==> config.mk <==
export PLATFORM = sky130hd
export DESIGN_NAME = keypad_matrix_emulator
export DESIGN_NICKNAME = d
export VERILOG_FILES = /design/src/rtl/keypad_matrix_emulator.sv
export SDC_FILE = /design/constraint.sdc
export NUM_CORES = 1
export LEC_CHECK = 0
export BUFFER_PORTS_ARGS = -buffer_cell sky130_fd_sc_hd__buf_2
export CORE_MARGIN = 1.5
export CORE_UTILIZATION = 35
export CTS_BUF_LIST = sky130_fd_sc_hd__clkbuf_4 sky130_fd_sc_hd__clkbuf_8
export DETAILED_ROUTE_END_ITERATION = 8
export SLEW_MARGIN = 30
export SYNTH_ARGS = -nofsm -noshare
export SYNTH_HDL_FRONTEND = slang
export SYNTH_SLANG_ARGS = --single-unit
export TNS_END_PERCENT = 5
==> constraint.sdc <==
create_clock -name scan_clk -period 2.1 [get_ports scan_clk]
set_clock_uncertainty 0.05 [all_clocks]
set_input_delay 0.42 -clock scan_clk [delete_from_list [all_inputs] [get_ports scan_clk]]
set_output_delay 0.42 -clock scan_clk [all_outputs]
set_load 0.1 [all_outputs]
==> src/rtl/keypad_matrix_emulator.sv <==
// Keypad side of a 4x4 column-scan matrix: pulls the commanded key's row low while the key is held.
// Optional contact chatter on press and release is built when KEYPAD_BOUNCE_EN is defined.
module keypad_matrix_emulator #(
  parameter int HOLD_W        = 8,
  parameter int GAP_SIGHTS    = 2
`ifdef KEYPAD_BOUNCE_EN
  ,
  parameter int BOUNCE_SIGHTS = 3
`endif
) (
  input  logic              scan_clk,
  input  logic              rst_n_,
  input  logic [3:0]        keyboard_col,
  output logic [3:0]        keyboard_row,
  input  logic              cmd_valid,
  output logic              cmd_ready,
  input  logic [3:0]        cmd_index,
  input  logic [HOLD_W-1:0] cmd_hold,
  output logic              busy,
  output logic              done,
  output logic [1:0]        dbg_state
);

  // Command handshake: a command transfers on a scan_clk rising edge where cmd_valid and
  // cmd_ready are both high; cmd_valid may drop before that without effect, and cmd_index /
  // cmd_hold are only looked at on the transferring edge.

  localparam int GAP_W = $clog2(GAP_SIGHTS + 1);

  typedef enum logic [1:0] {
    S_IDLE  = 2'd0,
    S_PRESS = 2'd1,
    S_GAP   = 2'd2
  } state_t;

  state_t              r_state;
  logic [1:0]          r_key_col;
  logic [1:0]          r_key_row;
  logic [HOLD_W-1:0]   r_hold;
  logic [HOLD_W-1:0]   r_press_cnt;
  logic [GAP_W-1:0]    r_gap_cnt;
  logic                r_done;

  state_t              w_state_nxt;
  logic [HOLD_W-1:0]   w_press_cnt_nxt;
  logic [GAP_W-1:0]    w_gap_cnt_nxt;
  logic                w_done_nxt;
  logic                w_accept;
  logic                w_cmd_ready;
  logic                w_busy;
  logic                w_col_ok;
  logic [1:0]          w_col_idx;
  logic                w_sight;
  logic                w_press_on;
  logic                w_gap_on;
  logic                w_drive;
  logic [HOLD_W-1:0]   w_hold_eff;

  // Exactly one low line selects a column; anything else means no column is being scanned.
  always_comb begin
    w_col_ok  = 1'b1;
    w_col_idx = 2'd0;
    case (keyboard_col)
      4'b0111: w_col_idx = 2'd0;
      4'b1011: w_col_idx = 2'd1;
      4'b1101: w_col_idx = 2'd2;
      4'b1110: w_col_idx = 2'd3;
      default: w_col_ok  = 1'b0;
    endcase
  end

  assign w_sight    = w_col_ok && (w_col_idx == r_key_col);
  assign w_hold_eff = (cmd_hold == '0) ? HOLD_W'(1) : cmd_hold;

  always_comb begin
    w_state_nxt     = r_state;
    w_press_cnt_nxt = r_press_cnt;
    w_gap_cnt_nxt   = r_gap_cnt;
    w_done_nxt      = 1'b0;
    w_accept        = 1'b0;
    w_cmd_ready     = 1'b0;
    w_busy          = 1'b0;
    case (r_state)
      S_IDLE: begin
        w_cmd_ready = 1'b1;
        if (cmd_valid) begin
          w_accept        = 1'b1;
          w_press_cnt_nxt = '0;
          w_state_nxt     = S_PRESS;
        end
      end
      S_PRESS: begin
        w_busy = 1'b1;
        if (w_sight) begin
          if (r_press_cnt == r_hold - HOLD_W'(1)) begin
            w_press_cnt_nxt = '0;
            w_gap_cnt_nxt   = '0;
            w_state_nxt     = S_GAP;
          end else begin
            w_press_cnt_nxt = r_press_cnt + HOLD_W'(1);
          end
        end
      end
      S_GAP: begin
        w_busy = 1'b1;
        if (w_sight) begin
          if (r_gap_cnt == GAP_W'(GAP_SIGHTS - 1)) begin
            w_gap_cnt_nxt = '0;
            w_done_nxt    = 1'b1;
            w_state_nxt   = S_IDLE;
          end else begin
            w_gap_cnt_nxt = r_gap_cnt + GAP_W'(1);
          end
        end
      end
      default: begin
        w_state_nxt = S_IDLE;
      end
    endcase
  end

  always_ff @(posedge scan_clk or negedge rst_n_) begin
    if (!rst_n_) begin
      r_state     <= S_IDLE;
      r_key_col   <= 2'd0;
      r_key_row   <= 2'd0;
      r_hold      <= '0;
      r_press_cnt <= '0;
      r_gap_cnt   <= '0;
      r_done      <= 1'b0;
    end else begin
      r_state     <= w_state_nxt;
      r_press_cnt <= w_press_cnt_nxt;
      r_gap_cnt   <= w_gap_cnt_nxt;
      r_done      <= w_done_nxt;
      if (w_accept) begin
        r_key_col <= cmd_index[3:2];
        r_key_row <= cmd_index[1:0];
        r_hold    <= w_hold_eff;
      end
    end
  end

`ifdef KEYPAD_BOUNCE_EN
  // Early press sightings contact only on odd counts, early release sightings only on even counts.
  assign w_press_on = (32'(r_press_cnt) >= BOUNCE_SIGHTS) || r_press_cnt[0];
  assign w_gap_on   = (32'(r_gap_cnt) < BOUNCE_SIGHTS) && !r_gap_cnt[0];
`else
  assign w_press_on = 1'b1;
  assign w_gap_on   = 1'b0;
`endif

  // Row drive is combinational so it settles before the scanner samples on the opposite edge.
  assign w_drive = w_sight && (((r_state == S_PRESS) && w_press_on) ||
                               ((r_state == S_GAP)   && w_gap_on));

  assign keyboard_row = w_drive ? ~(4'b1000 >> r_key_row) : 4'b1111;
  assign cmd_ready    = w_cmd_ready;
  assign busy         = w_busy;
  assign done         = r_done;
  assign dbg_state    = r_state;

endmodule
==> results of run 1 <==
==> worst max-delay path: cells and delay by family (launching register included) <==
family | cells | cell delay (ns)
compound gates | 1 | 0.28
buf+inv | 1 | 0.17
flops | 1 | 0.39
simple gates | 4 | 0.87
==> final timing paths <==
check                              from              end  slack (ns)  cells past startpoint
hold / removal                   rst_n_   r_press_cnt[0]        0.07                      1
hold reg to reg            r_gap_cnt[1]     r_gap_cnt[1]        0.45                      2
setup reg to reg              r_hold[1]   r_press_cnt[6]       -0.10                      7
setup / recovery           r_key_col[0]  keyboard_row[3]       -0.36                      6
max in group asynchronous        rst_n_     dbg_state[0]        1.49                      1
min in group scan_clk      cmd_index[2]     r_key_col[0]        0.32                      2
==> per-stage QoR <==
stage | cell area, µm² | total power [mW] | utilization [%] | hold slack [ns]
after CTS | 2074 | 2.762 | 47.32 | 0.09796
after global placement | 1982 | 2.350 | 45.21 | 0.4151
final | 2096 | 2.745 | 47.80 | 0.07303
after global routing | 2096 | 2.965 | 47.80 | 0.1293
after detailed placement | 1982 | 2.372 | 45.21 | 0.4107
after floorplan | 1627 | 2.002 | - | 0.07441
==> cell families (layout without fill, tap and decap cells) <==
logic type	after synthesis	count (layout)	synth area share (%)
compound gates	31	31	14.55
xor+xnor	8	8	4.382
fa+ha+maj	5	5	3.912
buf+inv	16	62	4.381
flops	25	25	39.12
mux	16	16	11.03
simple gates	63	63	22.61
==> layout make-up <==
type	count	share of cell area, %
clock buffers	3	1.970
repair buffers	48	17.01
well taps	52	3.104
clock inverters	1	0.3582
multi-input cells	123	45.55
inverters	10	1.791
flip-flops and latches	25	30.21
==> placed cells by master (no fill, tap or decap), types with 2 or more instances in the layout <==
| cell type | count |
|---|---|
| a21oi_1 | 5 |
| a31oi_1 | 5 |
| and3_1 | 3 |
| and3b_1 | 2 |
| buf_12 | 4 |
| buf_2 | 23 |
| buf_4 | 20 |
| clkbuf_8 | 3 |
| dfrtp_1 | 23 |
| dfrtp_4 | 2 |
| ha_1 | 4 |
| inv_1 | 10 |
| mux2_2 | 12 |
| mux2i_1 | 3 |
| nand2_1 | 17 |
| nand2_2 | 2 |
| nand3_1 | 6 |
| nand4_1 | 4 |
| nor2_1 | 8 |
| nor3_1 | 2 |
| nor3b_1 | 2 |
| o21ai_0 | 7 |
| o22ai_1 | 3 |
| xnor2_1 | 5 |
| xor2_1 | 3 |
==> synthesized netlist by cell type, drive strengths merged (2+ instances only) <==
cell type | number | area, µm²
inv | 10 | 37.54
a31oi | 5 | 31.28
nor2 | 8 | 30.03
nand3 | 6 | 30.03
nor3b | 3 | 22.52
ha | 5 | 62.56
o21ai | 8 | 40.04
mux2i | 3 | 30.03
nand2 | 19 | 71.32
o22ai | 3 | 18.77
or4 | 2 | 18.77
clkbuf | 3 | 12.51
o211ai | 2 | 33.78
dfrtp | 25 | 625.6
mux2 | 13 | 146.4
a21oi | 5 | 25.02
nand4 | 5 | 46.29
a211oi | 2 | 20.02
xnor2 | 5 | 43.79
and3 | 3 | 18.77
nor4 | 2 | 12.51
buf | 3 | 20.01
nor3 | 3 | 15.01
and3b | 3 | 27.53
xor2 | 3 | 26.28
==> per-layer routing <==
layer / share of wire (%) / track usage (%)
met1: 45 / 20.31
met2: 51 / 28.30
met3: 3.4 / 3.134
met4: 0.65 / 3.983
met5: 0 / 0
==> registers in the layout, summed over array words and instances (netlist names) <==
name	flops
r_hold	8
r_press_cnt	8
dbg_state	2
r_gap_cnt	2
r_key_col	2
r_key_row	2
done	1
==> what timing repair did <==
action,CTS,global route
endpoints found under the hold margin,0,0
resized for setup,9,6
endpoints found under the setup margin,16,16
hold buffers,0,0
pin swaps,6,1
==> power groups by stage <==
stage / Clock (mW) / Sequential [mW] / Combinational, mW
2_1_floorplan: 0 / 0.904 / 1.10
3_3_place_gp: 0 / 0.845 / 1.51
3_5_place_dp: 0 / 0.850 / 1.52
4_1_cts: 0.315 / 0.845 / 1.60
5_1_grt: 0.330 / 0.878 / 1.76
6_report: 0.300 / 0.845 / 1.60
==> reports/qor.yml, run 1 <==
grt:
  grt_max_degree: 26
  grt_use_total_pct: 16.04
  grt_first_pass_wirelength_um: 6403
  antenna_found_initial: 0
  grt_pass1_vias: 1418
  grt_overflow_total: 0
yosys:
  ys_async_sr_fraction_pct: 100.0
  synthesis.area_um2: 1599
  synth_nets: 188
  netlist_instances: 164
  ys_types: 49
  synth_area_per_cell_um2: 9.750
  yosysSeqAreaShare_pct: 39.12
  ys_ff_latch: 25
  synth_edf_count: 0
  yosys_warnings: 0
  synth_flop_cell: "dfrtp_1"
setup_path:
  worstPathArrival_ns: 1.99
  crit_path_start_kind: "flip-flop"
  path_cells: "or3b_4 -> a211o_1 -> nand2_2 -> nand2_2 -> or3_4 -> buf_12"
  cp_data_required_time_ns: 1.63
  crit_slowest_cell: "dfrtp_1"
  critical_path_class: "flip-flop to output port"
  crit_path_frequent_cell: "nand2_2"
  max_stage_delay_ns: 0.39
  end_kind: "output port"
  worst-path-max-fanout: 2
timing:
  fmax_mhz: 406.7
  slew_viol_final: 0
  rsz0062_at_grt: "true"
  fin_crit_sh_pct: 117.1
  setup_viol: 9
  slew_headroom_pct: 61.77
  setup_tns_ns: -1.381
  worst_slew_pin_slew_ns: 0.5720
  fin_crit_ns: 2.459
  setup_ws_ns: -0.3589
  hold_viol: 0
floorplan:
  die_w_um: 70.59
  die_h_um: 70.59
  top_level_ports: 28
  rows: 24
  dieArea_um2: 4983
  core-area_um2: 4384
  start_util_pct: 36.47
clock_network:
  cts_htree_levels: 1
  root_buffer: "clkbuf_8"
  clockBufferDepth: 2
  cts_buffers: 3
  post_cts_buffers: 0
  clock-sinks: 25
  path_clk_slew_ns: 0.09
  insertion_delay_ns: 0.27
  cts_tree: "done"
power:
  clock_power_share_pct: 10.9
  power.internal_mw: 1.457
  ir_drop_v: 0.001011
  swShare_pct: 46.93
  switchingPower_mw: 1.289
  combPwrFrac_pct: 58.3
  pwr-share-seq_pct: 30.8
  p_leak_nw: 0.9124
  p_per_area_nw_per_um2: 1310
layout:
  area_growth_pct: 31.06
  multi_input_area_um2: 954.7
  drive_gt1_share_pct: 40.48
  seqCellArea_um2: 633.1
  fill_cells: 427
  num_antenna_cells: 0
  layoutNonFillerInstCount: 262
  final_nets: 235
status:
  violations: "negative setup slack"
  outcome: "finished with violations"
detailed_routing:
  vias_per_cell: 5.328
  wl_per_cell_um: 13.54
  wl_um: 3548
  dr.first_iter.drc_count: 54
  first_pass_iters: 4
  vias: 1396
  remaining_drc_errors: 0
  detail-route-antenna-nets: 0
placed_design:
  dp_cells: 258
  dp_hpwl_um: 2655
  routabilityCongestion: 0.8040
  place_ws_ns: -0.2846
  port_buffers: 27
flow_run:
  drv_cap: 0
hold_path:
  hp-class: "input pin to asynchronous set/reset pin"
Note: power is estimated with default switching activity, not from simulation.
==> run 2, diff against run 1 <==
Settings changed: PLACE_DENSITY_LB_ADDON from default to 0.2.
==> run 2 against run 1 <==
The flow still finishes with violations (negative setup slack). Register-to-register slack got worse by 0.03 ns. Critical path depth unchanged. First-iteration DRC count decreased by 30%. Hold slack improved by 0.015 ns. Via count decreased by 0.93%. Wire length increased by 3.6%. Global-route usage about the same. Utilization decreased by 0.23 points. Clock power decreased by 2%. Design area decreased by 0.48%. Flip-flop and latch count unchanged. Highest routed layer unchanged. Largest power group unchanged.
==> reports/qor.yml, run 2 (same netlist as run 1, synthesis figures left out) <==
power:
  p_per_area_nw_per_um2: 1325  # +1.1%
  total_power_mw: 2.764  # +0.66%
  p_leak_nw: 0.9034  # -0.99%
  ir_drop_v: 0.0007512  # -26%
setup_path:
  worst-path-max-fanout: 2  # unchanged
  crit_cells: 6  # unchanged
  cp.buffers_inverters: 1  # unchanged
  rr_worst_depth: 9  # +2
  crit_path_end: "keyboard_row[3]"
  critical_path.top_delay_family: "simple AND/OR/NAND/NOR gates"
  r2r_slack_ns: -0.13  # -0.03 ns
  crit_slowest_cell: "dfrtp_1"
  crit_path_start_kind: "flip-flop"
  end_kind: "output port"
  path_cells: "or3b_4 -> a211o_1 -> nand2_2 -> nand2_1 -> or3_4 -> buf_12"
  critical_path_class: "flip-flop to output port"
  worstPathArrival_ns: 1.99  # about the same
  rr_endpoint: "dbg_state[0]"
  max_stage_delay_ns: 0.39  # about the same
  setup.worst_path.start: "r_key_col[0]"
  cp_data_required_time_ns: 1.63  # about the same
  reg2reg_from: "r_hold[0]"
detailed_routing:
  remaining_drc_errors: 0  # unchanged
  detail-route-antenna-nets: 0  # unchanged
  first_pass_iters: 4  # unchanged
  wl_um: 3677  # +3.6%
  dr.first_iter.drc_count: 38  # -30%
  vias: 1383  # -0.93%
  vias_per_cell: 5.279  # -0.93%
  wl_per_cell_um: 14.03  # +3.6%
grt:
  grt_use_total_pct: 16.03  # about the same
  grt_pass1_vias: 1497  # +5.6%
  grt_first_pass_wirelength_um: 6603  # +3.1%
  grt_overflow_total: 0  # unchanged
  grt_max_degree: 26  # unchanged
  antenna_found_initial: 0  # unchanged
floorplan:
  core-area_um2: 4384  # unchanged
  start_util_pct: 36.47  # unchanged
  rows: 24  # unchanged
  die_h_um: 70.59  # unchanged
  top_level_ports: 28  # unchanged
  die_w_um: 70.59  # unchanged
  dieArea_um2: 4983  # unchanged
clock_network:
  path_clk_slew_ns: 0.10  # about the same
  cts_tree: "done"
  clockBufferDepth: 2  # unchanged
  ctsHoldBuffers: 0  # unchanged
  cts_buffers: 3  # unchanged
  cts_htree_levels: 1  # unchanged
  insertion_delay_ns: 0.27  # about the same
  clock-sinks: 25  # unchanged
  root_buffer: "clkbuf_8"
layout:
  final_cell_mix: "23 x dfrtp_1, 23 x buf_2, 20 x buf_4"
  area_growth_pct: 30.44
  seqCellArea_um2: 633.1  # unchanged
  num_antenna_cells: 0  # unchanged
  layoutNonFillerInstCount: 262  # unchanged
  final_cell_area_um2: 2086  # -0.48%
  fill_cells: 414  # -3.0%
  multi_input_area_um2: 953.4  # -0.13%
  final_nets: 235  # unchanged
  final_util_pct: 47.57  # -0.23 points
  drive_gt1_share_pct: 40.48  # unchanged
  largestRegisters: "r_hold: 8 flops, r_press_cnt: 8 flops"
status:
  outcome: "finished with violations"
  violations: "negative setup slack"
placed_design:
  routabilityCongestion: 0.8341  # +3.7%
  port_buffers: 27  # unchanged
  dpl-instance-area_um2: 1962  # -1.0%
  dp_hpwl_um: 2876  # +8.3%
  dp_cells: 257  # -0.39%
timing:
  hold_viol: 0  # unchanged
  setup_viol: 10  # +1
  rsz0062_at_grt: "true"
  slew_viol_final: 0  # unchanged
  worst_slew_pin_slew_ns: 0.5939  # +0.02188 ns
  fin_crit_ns: 2.457  # -0.002157 ns
  fin_crit_sh_pct: 117.0  # about the same
  setup_ws_ns: -0.3567  # +0.002157 ns
  fmax_mhz: 407.0  # about the same
  slew_headroom_pct: 60.41  # -1.4 points
flow_run:
  drv_cap: 0  # unchanged
hold_path:
  hp-class: "input pin to asynchronous set/reset pin"
[run 2: cell count changes in the layout (fill, tap and decap cells not counted)]
| cell | change |
|---|---|
| o21ai_0 | -4 |
| o21ai_1 | +4 |
| a31oi_1 | -1 |
| a31oi_2 | +1 |
| buf_12 | -1 |
| buf_6 | +1 |
| nor3_1 | +1 |
| nor3_2 | -1 |
| nor3b_2 | -1 |
| nor3b_4 | +1 |
| nor4b_2 | +1 |
| nor4b_4 | -1 |
[run 2: how the worst min path moves through the flow]
stage                endpoint  slack, ns  depth (start not counted)
6_report            r_hold[0]       0.09                          1
5_1_grt             r_hold[0]       0.11                          1
4_1_cts        r_press_cnt[1]       0.10                          1
3_5_place_dp        r_hold[2]       0.41                          1
3_3_place_gp        r_hold[2]       0.41                          1
2_1_floorplan            done       0.07                          0
[run 2: per-layer routing]
| metal | up-vias | routed length (µm) | part of all wire [%] | GRT usage, % |
|---|---|---|---|---|
| met5 | - | 0 | 0 | 0 |
| met4 | 0 | 30 | 0.82 | 3.774 |
| met2 | 29 | 1949 | 53 | 29.98 |
| met3 | 4 | 135 | 3.7 | 3.989 |
| li1 | 686 | - | - | - |
| met1 | 664 | 1562 | 42 | 18.36 |
[run 2: repair_timing]
action / CTS / global route
gates resized for setup: 10 / 10
gates cloned: 0 / 0
endpoints found under the hold margin: 0 / 0
buffers inserted: 0 / 1
setup endpoints to repair: 16 / 16
pin swaps: 2 / 2
[run 2: cell type report]
cell class	instances	share of cell area [%]
Multi-Input combinational cell	123	45.71
Sequential cell	25	30.35
Timing Repair Buffer	48	16.68
Tap cell	52	3.119
Clock buffer	3	1.980
Inverter	10	1.800
Clock inverter	1	0.3599
[run 2: through the flow]
stage               TNS, ns  hold slack [ns]  setup slack [ns]
finish               -1.528          0.08809           -0.3567
global placement     -1.385           0.4060           -0.2744
floorplan            -4.754          0.07441           -0.5265
global route         -3.119           0.1124           -0.4152
CTS                  -1.625           0.1019           -0.3625
detailed placement   -2.318           0.4129           -0.2911
[run 2: worst reg2reg max path: stages (launching register included)]
cell      delay (ns)
dfrtp_1         0.38
inv_1           0.08
ha_1            0.22
buf_4           0.15
xnor2_1         0.13
nor2_1          0.07
o31ai_2         0.34
o211ai_4        0.15
a21oi_1         0.21
mux2_1          0.35
[run 2: report_power, final]
part / switching, mW / leakage, nW / total [mW] / internal, mW
Combinational: 0.952 / 0.572 / 1.63 / 0.674
Sequential: 0.183 / 0.310 / 0.842 / 0.659
Clock: 0.161 / 0.0217 / 0.295 / 0.134
Total: 1.30 / 0.903 / 2.76 / 1.47
==> run 3, diff against run 2 <==
Settings changed: CORE_MARGIN 1.5 to 1.
==> run 3 against run 2 <==
The flow still finishes with violations (negative setup slack). Sequential power increased by 1%. Via count fell by 0.51%. Critical path depth unchanged. Global-route usage barely moved. Register-to-register slack improved by 0.02 ns. Critical path type unchanged. Critical endpoint unchanged. Highest routed layer unchanged.
==> reports/qor.yml, run 3 (same netlist as run 1, synthesis figures left out) <==
detailed_routing:
  vias: 1376  # -0.51%
  wl_um: 3682  # +0.14%
  detail-route-antenna-nets: 0  # unchanged
  vias_per_cell: 5.252  # -0.51%
  first_pass_iters: 4  # unchanged
  wl_per_cell_um: 14.05  # +0.14%
  dr.first_iter.drc_count: 30  # -21%
  remaining_drc_errors: 0  # unchanged
power:
  p_leak_nw: 0.9096  # +0.68%
  pwr-share-seq_pct: 30.1  # -0.4 points
  clock_power_share_pct: 10.6  # about the same
  switchingPower_mw: 1.325  # +2.2%
  combPwrFrac_pct: 59.3  # +0.4 points
  power.internal_mw: 1.502  # +2.4%
  ir_drop_v: 0.0006749  # -10%
  swShare_pct: 46.85  # about the same
  p_per_area_nw_per_um2: 1336  # +0.84%
placed_design:
  port_buffers: 27  # unchanged
  dp_hpwl_um: 2777  # -3.4%
  dpl-instance-area_um2: 1962  # unchanged
  routabilityCongestion: 0.8133  # -2.5%
  dp_cells: 257  # unchanged
setup_path:
  critical_path_class: "flip-flop to output port"
  worstPathArrival_ns: 2.01  # +0.02 ns
  end_kind: "output port"
  cp_data_required_time_ns: 1.63  # about the same
  crit_path_start_kind: "flip-flop"
  worst-path-max-fanout: 2  # unchanged
floorplan:
  top_level_ports: 28  # unchanged
  die_h_um: 69.59  # -1.4%
  dieArea_um2: 4843  # -2.8%
  core-area_um2: 4384  # unchanged
  start_util_pct: 36.47  # unchanged
  die_w_um: 69.59  # -1.4%
  rows: 24  # unchanged
layout:
  num_antenna_cells: 0  # unchanged
  final_cell_area_um2: 2116  # +1.4%
  area_growth_pct: 32.32
  drive_gt1_share_pct: 42.38  # +1.9 points
  final_nets: 235  # unchanged
  layoutNonFillerInstCount: 262  # unchanged
  final_cell_mix: "23 x dfrtp_1, 23 x buf_2, 19 x buf_4"
  largestRegisters: "r_hold: 8 flops, r_press_cnt: 8 flops"
clock_network:
  ctsHoldBuffers: 0  # unchanged
  cts_buffers: 3  # unchanged
  clock-sinks: 25  # unchanged
  cts_htree_levels: 1  # unchanged
  cts_tree: "done"
  insertion_delay_ns: 0.27  # about the same
  path_clk_slew_ns: 0.09  # about the same
  clockBufferDepth: 2  # unchanged
  root_buffer: "clkbuf_8"
grt:
  met2_usage_pct: 29.13  # -0.85 points
  grt_max_degree: 26  # unchanged
  grt_first_pass_wirelength_um: 6237  # -5.5%
  grt_pass1_vias: 1386  # -7.4%
  use_met1_pct: 19.16  # +0.80 points
  grt_use_total_pct: 15.99  # -0.038 points
  top_usage_layer: "met2"
  antenna_found_initial: 0  # unchanged
  use_met3_pct: 4.070  # +0.081 points
  grt_overflow_total: 0  # unchanged
timing:
  slew_headroom_pct: 60.31  # -0.096 points
  setup_tns_ns: -1.517  # +0.01086 ns
  hold_viol: 0  # unchanged
  fin_crit_ns: 2.476  # +0.01971 ns
  setup_ws_ns: -0.3764  # -0.01971 ns
  setup_viol: 10  # unchanged
  worst_slew_pin_slew_ns: 0.5953  # +0.001441 ns
  fmax_mhz: 403.8  # -0.80%
  rsz0062_at_grt: "true"
  slew_viol_final: 0  # unchanged
  fin_crit_sh_pct: 117.9  # +0.94 points
status:
  violations: "negative setup slack"
  outcome: "finished with violations"
flow_run:
  drv_cap: 0  # unchanged
hold_path:
  hp-class: "input pin to asynchronous set/reset pin"
==> run 3: changes by cell type in the layout (fill, tap and decap cells not counted), sizes merged <==
cell / delta
clkbuf: +1
clkinvlp: -1
==> run 3: worst max-delay path: stages, from the launching register on <==
cell     delay (ns)
dfrtp_1        0.39
or3b_4         0.39
a211o_1        0.29
nand2_2        0.08
nand2_1        0.07
or3_4          0.35
buf_12         0.17
==> run 3: metal layers <==
layer	vias up	part of all wire, %	wire length [µm]
met1	656	43	1584
met3	6	3.5	130
met2	28	53	1942
met5	-	0	0
met4	0	0.65	24
li1	686	-	-
==> run 3: area by class of cell <==
type	count	area [µm²]
inverters	10	37.54
well taps	52	65.06
fillers	417	2268
multi-input cells	123	979.7
clock buffers	4	48.80
flip-flops and latches	25	633.1
repair buffers	48	351.6
==> run 3: stage by stage <==
stage	hold slack, ns	total power, mW	setup slack [ns]	util, %
final	0.09737	2.827	-0.3764	48.26
after global routing	0.1346	3.014	-0.4297	48.26
after CTS	0.1126	2.772	-0.3901	47.40
after detailed placement	0.4101	2.388	-0.3051	44.75
after global placement	0.4029	2.324	-0.2688	44.75
after floorplan	0.07441	2.002	-0.5265	-
==> run 3: final timing paths <==
| path | startpoint | end | slack, ns | cells after the start |
|---|---|---|---|---|
| worst max-delay path | r_key_col[0] | keyboard_row[3] | -0.38 | 6 |
| worst min-delay path | rst_n_ | r_press_cnt[4] | 0.1 | 1 |
| worst max register to register | r_hold[1] | dbg_state[0] | -0.11 | 9 |
| worst min register to register | r_gap_cnt[1] | r_gap_cnt[1] | 0.47 | 2 |
| max in group asynchronous | rst_n_ | dbg_state[1] | 1.46 | 1 |
| min in group scan_clk | cmd_index[3] | r_key_col[1] | 0.33 | 2 |
==> run 3: what timing repair did <==
action	in CTS	in global routing
endpoints found under the setup margin	16	16
setup buffers	0	1
hold endpoints to repair	0	0
gates resized for setup	15	13
cloned	0	0
pin swaps	9	3
==> run 3: power groups by stage <==
stage | sequential (mW) | combinational, mW | clock (mW)
final | 0.850 | 1.68 | 0.301
after global routing | 0.882 | 1.80 | 0.327
after CTS | 0.849 | 1.61 | 0.311
after detailed placement | 0.850 | 1.54 | 0
after global placement | 0.836 | 1.49 | 0
after floorplan | 0.904 | 1.10 | 0
